## src/rtl/bnn_acc_cfu.sv

```systemverilog
// bnn_acc_cfu: stateful BNN accumulator/activation CFU behind the CFU-LI handshake.
// Each accepted request returns one response after a 1-cycle latency, held in a one-entry buffer.
// Backpressure: req_ready = !resp_valid | resp_ready. A response stalls until drained, and it can drain and refill in the same cycle.
//
// Ports:
//   clk, rst_n                      clock and asynchronous active-low reset
//   req_valid/req_ready             request handshake
//   req_cfu                         CFU id; it is ignored because there is a single CFU
//   req_func                        {acc index[3:2], opcode[1:0]}
//   req_data0, req_data1            XNOR operands, or the threshold/load value in data0
//   resp_valid/resp_ready           response handshake
//   resp_status, resp_data          0 = OK and 1 = bad index; result
// Optional macro BNN_ACC_CFU_SATURATE_EN: ACC saturates at 2^ACC_W-1 instead of wrapping.
module bnn_acc_cfu #(
  parameter int unsigned CFU_LI_VERSION = 'h01_00,
  parameter int unsigned CFU_N_CFUS     = 1,
  parameter int unsigned CFU_CFU_ID_W   = 1,
  parameter int unsigned CFU_FUNC_ID_W  = 4,
  parameter int unsigned CFU_DATA_W     = 32,
  parameter int unsigned N_ACC          = 4,
  parameter int unsigned ACC_W          = 16
) (
  input  logic                     clk,
  input  logic                     rst_n,
  input  logic                     req_valid,
  output logic                     req_ready,
  input  logic [CFU_CFU_ID_W-1:0]  req_cfu,
  input  logic [CFU_FUNC_ID_W-1:0] req_func,
  input  logic [CFU_DATA_W-1:0]    req_data0,
  input  logic [CFU_DATA_W-1:0]    req_data1,
  output logic                     resp_valid,
  input  logic                     resp_ready,
  output logic [2:0]               resp_status,
  output logic [CFU_DATA_W-1:0]    resp_data
);

  if (CFU_LI_VERSION != 'h01_00 || CFU_N_CFUS != 1 || CFU_FUNC_ID_W != 4 ||
      N_ACC < 1 || N_ACC > 4 || ACC_W < 7 || ACC_W > CFU_DATA_W) begin : g_param_err
    $fatal(1, "bnn_acc_cfu: unsupported parameter set");
  end

  localparam int unsigned PW = $clog2(CFU_DATA_W + 1);
  localparam logic [2:0]  N_ACC_L = 3'(N_ACC);

  typedef enum logic [1:0] {
    OP_ACC  = 2'd0,
    OP_LOAD = 2'd1,
    OP_ACT  = 2'd2,
    OP_READ = 2'd3
  } op_e;

  logic [ACC_W-1:0]      acc_q [N_ACC];
  logic                  resp_valid_q, resp_valid_d;
  logic [CFU_DATA_W-1:0] resp_data_q, resp_data_d;
  logic [2:0]            resp_status_q, resp_status_d;

  logic [1:0]            idx;
  op_e                   op;
  logic                  idx_ok, accept, acc_we;
  logic [ACC_W-1:0]      a, thr, acc_d, acc_new;
  logic [CFU_DATA_W-1:0] xnor_v, rdata;
  logic [PW-1:0]         pcnt;
  logic [2:0]            rstat;
  logic                  unused_cfu;

  assign unused_cfu = ^req_cfu;

  assign idx       = req_func[3:2];
  assign op        = op_e'(req_func[1:0]);
  assign idx_ok    = {1'b0, idx} < N_ACC_L;
  assign req_ready = !resp_valid_q || resp_ready;
  assign accept    = req_valid && req_ready;
  assign thr       = req_data0[ACC_W-1:0];
  assign xnor_v    = ~(req_data0 ^ req_data1);

  // Accumulator read mux. It is written as a loop so that N_ACC values that are not a power of 2 never index out of range.
  always_comb begin
    a = '0;
    for (int i = 0; i < int'(N_ACC); i++) begin
      if (idx == 2'(i)) a = acc_q[i];
    end
  end

  always_comb begin
    pcnt = '0;
    for (int i = 0; i < int'(CFU_DATA_W); i++) begin
      pcnt = pcnt + PW'(xnor_v[i]);
    end
  end

`ifdef BNN_ACC_CFU_SATURATE_EN
  // The extra top bit catches the carry. Any carry clamps the result to all ones.
  logic [ACC_W:0] acc_sum;
  assign acc_sum = {1'b0, a} + (ACC_W + 1)'(pcnt);
  assign acc_new = acc_sum[ACC_W] ? '1 : acc_sum[ACC_W-1:0];
`else
  assign acc_new = a + ACC_W'(pcnt);
`endif

  always_comb begin
    acc_we = 1'b0;
    acc_d  = a;
    rdata  = '0;
    rstat  = 3'd0;
    if (!idx_ok) begin
      rstat = 3'd1;
    end else begin
      unique case (op)
        OP_ACC: begin
          acc_we = 1'b1;
          acc_d  = acc_new;
          rdata  = CFU_DATA_W'(acc_new);
        end
        OP_LOAD: begin
          acc_we = 1'b1;
          acc_d  = thr;
          rdata  = CFU_DATA_W'(a);
        end
        OP_ACT:  rdata = (a >= thr) ? CFU_DATA_W'(1) : '1;
        OP_READ: rdata = CFU_DATA_W'(a);
        default: rdata = '0;
      endcase
    end
  end

  // The response buffer loads on accept. Otherwise it empties once the response is consumed, and the data stays put.
  always_comb begin
    resp_valid_d  = resp_valid_q && !resp_ready;
    resp_data_d   = resp_data_q;
    resp_status_d = resp_status_q;
    if (accept) begin
      resp_valid_d  = 1'b1;
      resp_data_d   = rdata;
      resp_status_d = rstat;
    end
  end

  always_ff @(posedge clk or negedge rst_n) begin
    if (!rst_n) begin
      resp_valid_q  <= 1'b0;
      resp_data_q   <= '0;
      resp_status_q <= '0;
      for (int i = 0; i < int'(N_ACC); i++) acc_q[i] <= '0;
    end else begin
      resp_valid_q  <= resp_valid_d;
      resp_data_q   <= resp_data_d;
      resp_status_q <= resp_status_d;
      for (int i = 0; i < int'(N_ACC); i++) begin
        if (accept && acc_we && idx == 2'(i)) acc_q[i] <= acc_d;
      end
    end
  end

  assign resp_valid  = resp_valid_q;
  assign resp_data   = resp_data_q;
  assign resp_status = resp_status_q;

endmodule
```

## config.mk

```make
export PLATFORM = sky130hd
export DESIGN_NAME = bnn_acc_cfu
export DESIGN_NICKNAME = d
export VERILOG_FILES = /design/src/rtl/bnn_acc_cfu.sv
export SDC_FILE = /design/constraint.sdc
export NUM_CORES = 1
export LEC_CHECK = 0
export ABC_CLOCK_PERIOD_IN_PS = 8890
export CAP_MARGIN = 10
export CORE_MARGIN = 8
export CORE_UTILIZATION = 40
export DETAILED_ROUTE_END_ITERATION = 16
export SLEW_MARGIN = 0
export SYNTH_ARGS = -nofsm -noshare
export SYNTH_HDL_FRONTEND = slang
export SYNTH_SLANG_ARGS = --single-unit
```

## constraint.sdc

```tcl
create_clock -name clk -period 8.89 [get_ports clk]
set_input_delay 1.3335 -clock clk [delete_from_list [all_inputs] [get_ports clk]]
set_output_delay 1.3335 -clock clk [all_outputs]
set_load 0.005 [all_outputs]
```

# == Word level (Yosys, flattened, before mapping) ==
# Index checks and enable logic that the tools add are counted.
# word_totals
regBits,97
input_bits,73
output_inout_bits,37
elab_cells,70
# classes
addsub,32
n_lt_le_gt_ge,1
eq_ne,6
mux,9
n_bitwise,2
n_reduce_logical,14
# ops
op,count
6-bit by 1-bit adder with 6-bit output,26
32-bit one-hot mux with 3 select lines,1
16-bit two-way mux,4
32-bit two-way mux,1
32-bit inverter,1
16-bit one-hot mux with 2 select lines,1
32-bit bitwise XOR,1
16-bit by 6-bit adder with 16-bit output,1
16-bit >= comparator,1
"2-bit == test, second input constant",4
1-bit logical AND,7
5-bit by 1-bit adder with 6-bit output,1
4-bit by 1-bit adder with 5-bit output,1
3-bit by 1-bit adder with 4-bit output,1
"2-bit by 1-bit == test with 1-bit output, second input constant",2
2-bit logical NOT,2
2-bit OR reduction,2
2-bit by 1-bit adder with 3-bit output,1
1-bit by 1-bit adder with 2-bit output,1
1-bit logical NOT,2
1-bit two-way mux,2
1-bit logical OR,1

# == Logic depth before layout (Yosys ltp) ==
# depth
depth_word,35
depth_mapped,24
ltp_nobuf,21

# == Least setup slack after synthesis ==
# No wires, ideal clock.
# synth_timing
path_type,input to register
from,input port req_func[2]
to,register acc_q[30] in the netlist's numbering
setup_ps,125
arrival_ps,7646
required_time_ps,8765
setup_slack_ps,1119
cell_stages,18
path_buffers,2
path_cell_list,buf_6 > buf_2 > mux2_2 > o21ai_0 > fa_1 > fa_1 > fa_1 > fa_1 > fa_1 > fa_1 > fa_1 > fa_1 > nor2b_1 > o31ai_1 > a221oi_4 > and2_4 > o211ai_2 > mux2_2
# synth_between
elab_chain_cells,7
elab_cells_between_ends,11
cone_classes,1 x add/sub; 3 x eq/ne; 5 x mux; 2 x reduce/logical
# synth_rtl
item,line,source
from (decl),28,"input logic [CFU_FUNC_ID_W-1:0] req_func,"
2-bit logical NOT,80,if (idx == 2'(i)) a = acc_q[i];
16-bit two-way mux (4 in series),80,
16-bit by 6-bit adder with 16-bit output,97,assign acc_new = a + ACC_W'(pcnt);
16-bit one-hot mux with 2 select lines,108,unique case (op)
"to (signal, indexed assignment)",149,if (accept && acc_we && idx == 2'(i)) acc_q[i] <= acc_d;
to (decl),52,logic [ACC_W-1:0] acc_q [N_ACC];
# Parallel ways exist; a longest one is shown, timed or not.
# A chain may end at the register's enable or synchronous reset.

# == Worst setup path in the final report ==
# Same ends and word-level chain as after synthesis.

==> flow_metrics.tcl <==
set metrics [dict create \
    status "finished clean" \
    ios 110 \
    seq_power_share_pct 19.1 \
    async_reset_ff_share_pct 100.0 \
    drive_above_1_share_pct 15.66 \
    cp_top_family "adder cells" \
    cts_tree "yes" \
    max-vdd-ir-drop_v 0.0004261 \
    p_sw_share_pct 44.40 \
    drt-total-wl_um 16640 \
    core_area_um2 14530 \
    start_util_pct 40.90 \
    worstHoldStart "acc_q[41]$_DFFE_PN0P_" \
    final_util_pct 50.76 \
    dpl_worst_slack_ns 0.5133 \
    syn-cell-area_um2 5944 \
    crit_start "req_func[2]" \
    cts_setup_buffers 0 \
    avgSynthCellArea_um2 10.67 \
    htreeDepth 3 \
    fin_tns_setup_ns 0 \
    period_needed_ns 8.032 \
    fp-row-count 44 \
    hold_class "register to register" \
    setup_violations 0 \
    ys_top_cells_by_count "82 x dfrtp_1, 49 x mux2_2, 48 x inv_1, 35 x nand2_1, 35 x nor2_1" \
    dieArea_um2 19020 \
    clk_latency_ns 0.34 \
    cts_sinks 82 \
    synthCells 557 \
    place_congestion 0.8514 \
    overflow 0 \
    cp-start-kind "input pin" \
    p_sw_uw 1378 \
    synth.top_cell.area_share_pct 34.52 \
    cts_made_buffers 9 \
    drt-vias-per-instance 5.425 \
    dp_hpwl_um 12600 \
    port-buffer-count 105 \
    p_leak_uw 0.003241 \
    cts_root_buffer "clkbuf_16" \
    drt_iter0_markers 389 \
    endpoint_kind "register" \
    synth_edf_count 0 \
    detail-route-antenna-nets 0 \
    synth_seq_cells 82 \
    grt_pass1_vias 4719 \
    wl_per_cell_um 20.07 \
    path_buf_inv 2 \
    p_comb_share_pct 68.5 \
    path_max_fanout 10 \
    synth_warnings 0 \
    fin_crit_sh_pct 90.34 \
    power.density_nw_per_um2 420.8 \
    grt_max_degree 83 \
    worst_ep_required_time_ns 9.11 \
    synth_area_leaders "dfrtp_1 35%, mux2_2 9.3%, fa_1 8.8%, ha_1 6.5%, mux4_2 5.3%" \
    dpl-instance-area_um2 7071 \
    max_stage_delay_ns 0.66 \
    post_synth_num_cell_types 61 \
    clkTransAtPathRegs_ns 0.06 \
    r2r-start "acc_q[32]$_DFFE_PN0P_" \
    ys_seq_area_share_pct 34.52 \
    route.detailed.drc 0 \
    rsz0062_at_grt "no" \
    drt-pass1-iter-count 4 \
    timing.final.ws_setup_ns 0.8584 \
    antenna_found_initial 0 \
    fin_skew_ns 0.007664 \
    worstMarginPinSlew_ns 1.038 \
    arrival_ns 8.25 \
    area_delta_synth_final_pct 24.10 \
    cts.repair.resized 0 \
    die-width_um 137.9 \
    gr-usage-all-layers_pct 17.87 \
    critPathKind "input pin to register" \
    slowest_stage "clkdlybuf4s50_1" \
    cp_cell_sequence "clkdlybuf4s50_1, mux2_2, o21ai_0, buf_4, fa_1, fa_1, fa_1, fa_1, fa_1, fa_1, fa_1, fa_1, nor2b_1, o31ai_1, a221oi_4, and2_4, o211ai_2, mux2_2" \
    clockBufferDepth 2 \
    max-slew-margin-rel_pct 30.78 \
    cap_violations 0 \
    fmax_ghz 0.1245 \
    nets 770 \
    power_frac_clock_pct 12.4 \
    grt_pass1_wl_um 26010 \
    drv_slew 0 \
    n_fill_cell 1353 \
    cpMostUsedCell "fa_1" \
    die_h_um 137.9 \
    antennaDiodeCount 0 \
    fin_area_um2 7377 \
    hold_viol_final 0 \
    hold_buffers 0 \
    p_total_uw 3104 \
    yosysMostFrequentCell "dfrtp_1" \
    yosys.area.top_type "dfrtp_1" \
    vias 4497 \
    ys.flop_type "dfrtp_1" \
    intPower_uw 1726 \
]
-- worst paths after layout --
kind	to	slack (ns)	cells after the start
worst max-delay path	acc_q[30]$_DFFE_PN0P_	0.86	18
worst min-delay path	acc_q[41]$_DFFE_PN0P_	0.48	2
worst max register to register	acc_q[30]$_DFFE_PN0P_	2.26	17
worst min register to register	acc_q[41]$_DFFE_PN0P_	0.48	2
max in group asynchronous	acc_q[38]$_DFFE_PN0P_	7.04	1
min in group asynchronous	acc_q[28]$_DFFE_PN0P_	1.18	1
-- cell families after synthesis --
kind of cell / after synthesis / synth area share (%)
other cells: 1 / 0.06308
flops: 82 / 34.52
fa+ha+maj: 57 / 15.28
xor+xnor: 33 / 4.862
buf+inv: 94 / 7.346
compound gates: 107 / 12.86
simple gates: 113 / 9.030
mux: 70 / 16.04
-- registers in the layout, indices dropped and copies added (netlist names) --
signal,flops
acc_q,64
resp_valid,1
resp_data,17
-- through the flow --
stage | hold WS [ns] | instances
2_1_floorplan | 0.4444 | 559
3_3_place_gp | 0.4579 | 813
3_5_place_dp | 0.4703 | 813
4_1_cts | 0.4851 | 829
5_1_grt | 0.5114 | 829
6_report | 0.4822 | 829
-- metal layers --
metal / vias to the layer above / wire [µm] / GRT usage (%)
met5: - / 0 / 0
met4: 0 / 121 / 3.940
met3: 10 / 1223 / 3.696
met2: 157 / 7871 / 29.21
met1: 2205 / 7420 / 23.90
li1: 2125 / - / -
-- worst reg2reg max path, cell delays in order, from the launching register on --
cell and delay, ns:
dfrtp_1 0.38, mux2_2 0.26, o21ai_0 0.14, buf_4 0.16, fa_1 0.42, fa_1 0.53
fa_1 0.54, fa_1 0.53, fa_1 0.54, fa_1 0.54, fa_1 0.49, fa_1 0.43
nor2b_1 0.17, o31ai_1 0.18, a221oi_4 0.53, and2_4 0.27, o211ai_2 0.12, mux2_2 0.29
-- cell type report --
class / count / area, µm² / area share [%]
clock buffer: 12 / 256.5 / 3.477
clock inverter: 4 / 50.05 / 0.6784
inverter: 49 / 183.9 / 2.493
multi-input combinational: 383 / 3481 / 47.18
sequential: 82 / 2052 / 27.82
tap: 184 / 230.2 / 3.121
timing repair buffer: 115 / 1124 / 15.23
-- power groups by stage --
stage | Sequential [µW] | Combinational [µW] | Clock (µW)
global placement | 590 | 2090 | 0
detailed placement | 602 | 2120 | 0
floorplan | 581 | 1570 | 0
finish | 594 | 2130 | 384
CTS | 595 | 2140 | 391
global route | 611 | 2420 | 407
-- cells in the final DEF, fill, tap and decap left out, types with 11 or more instances in the layout --
cell and n:
nand2_1 35, o21ai_0 20, mux2_2 49, a21oi_1 21, dfrtp_1 82, inv_1 48, ha_1 31, mux4_2 14
nor2_1 35, xor2_1 26, fa_1 26, buf_4 11, clkdlybuf4s50_1 104
Note: power is estimated with default switching activity, not from simulation.
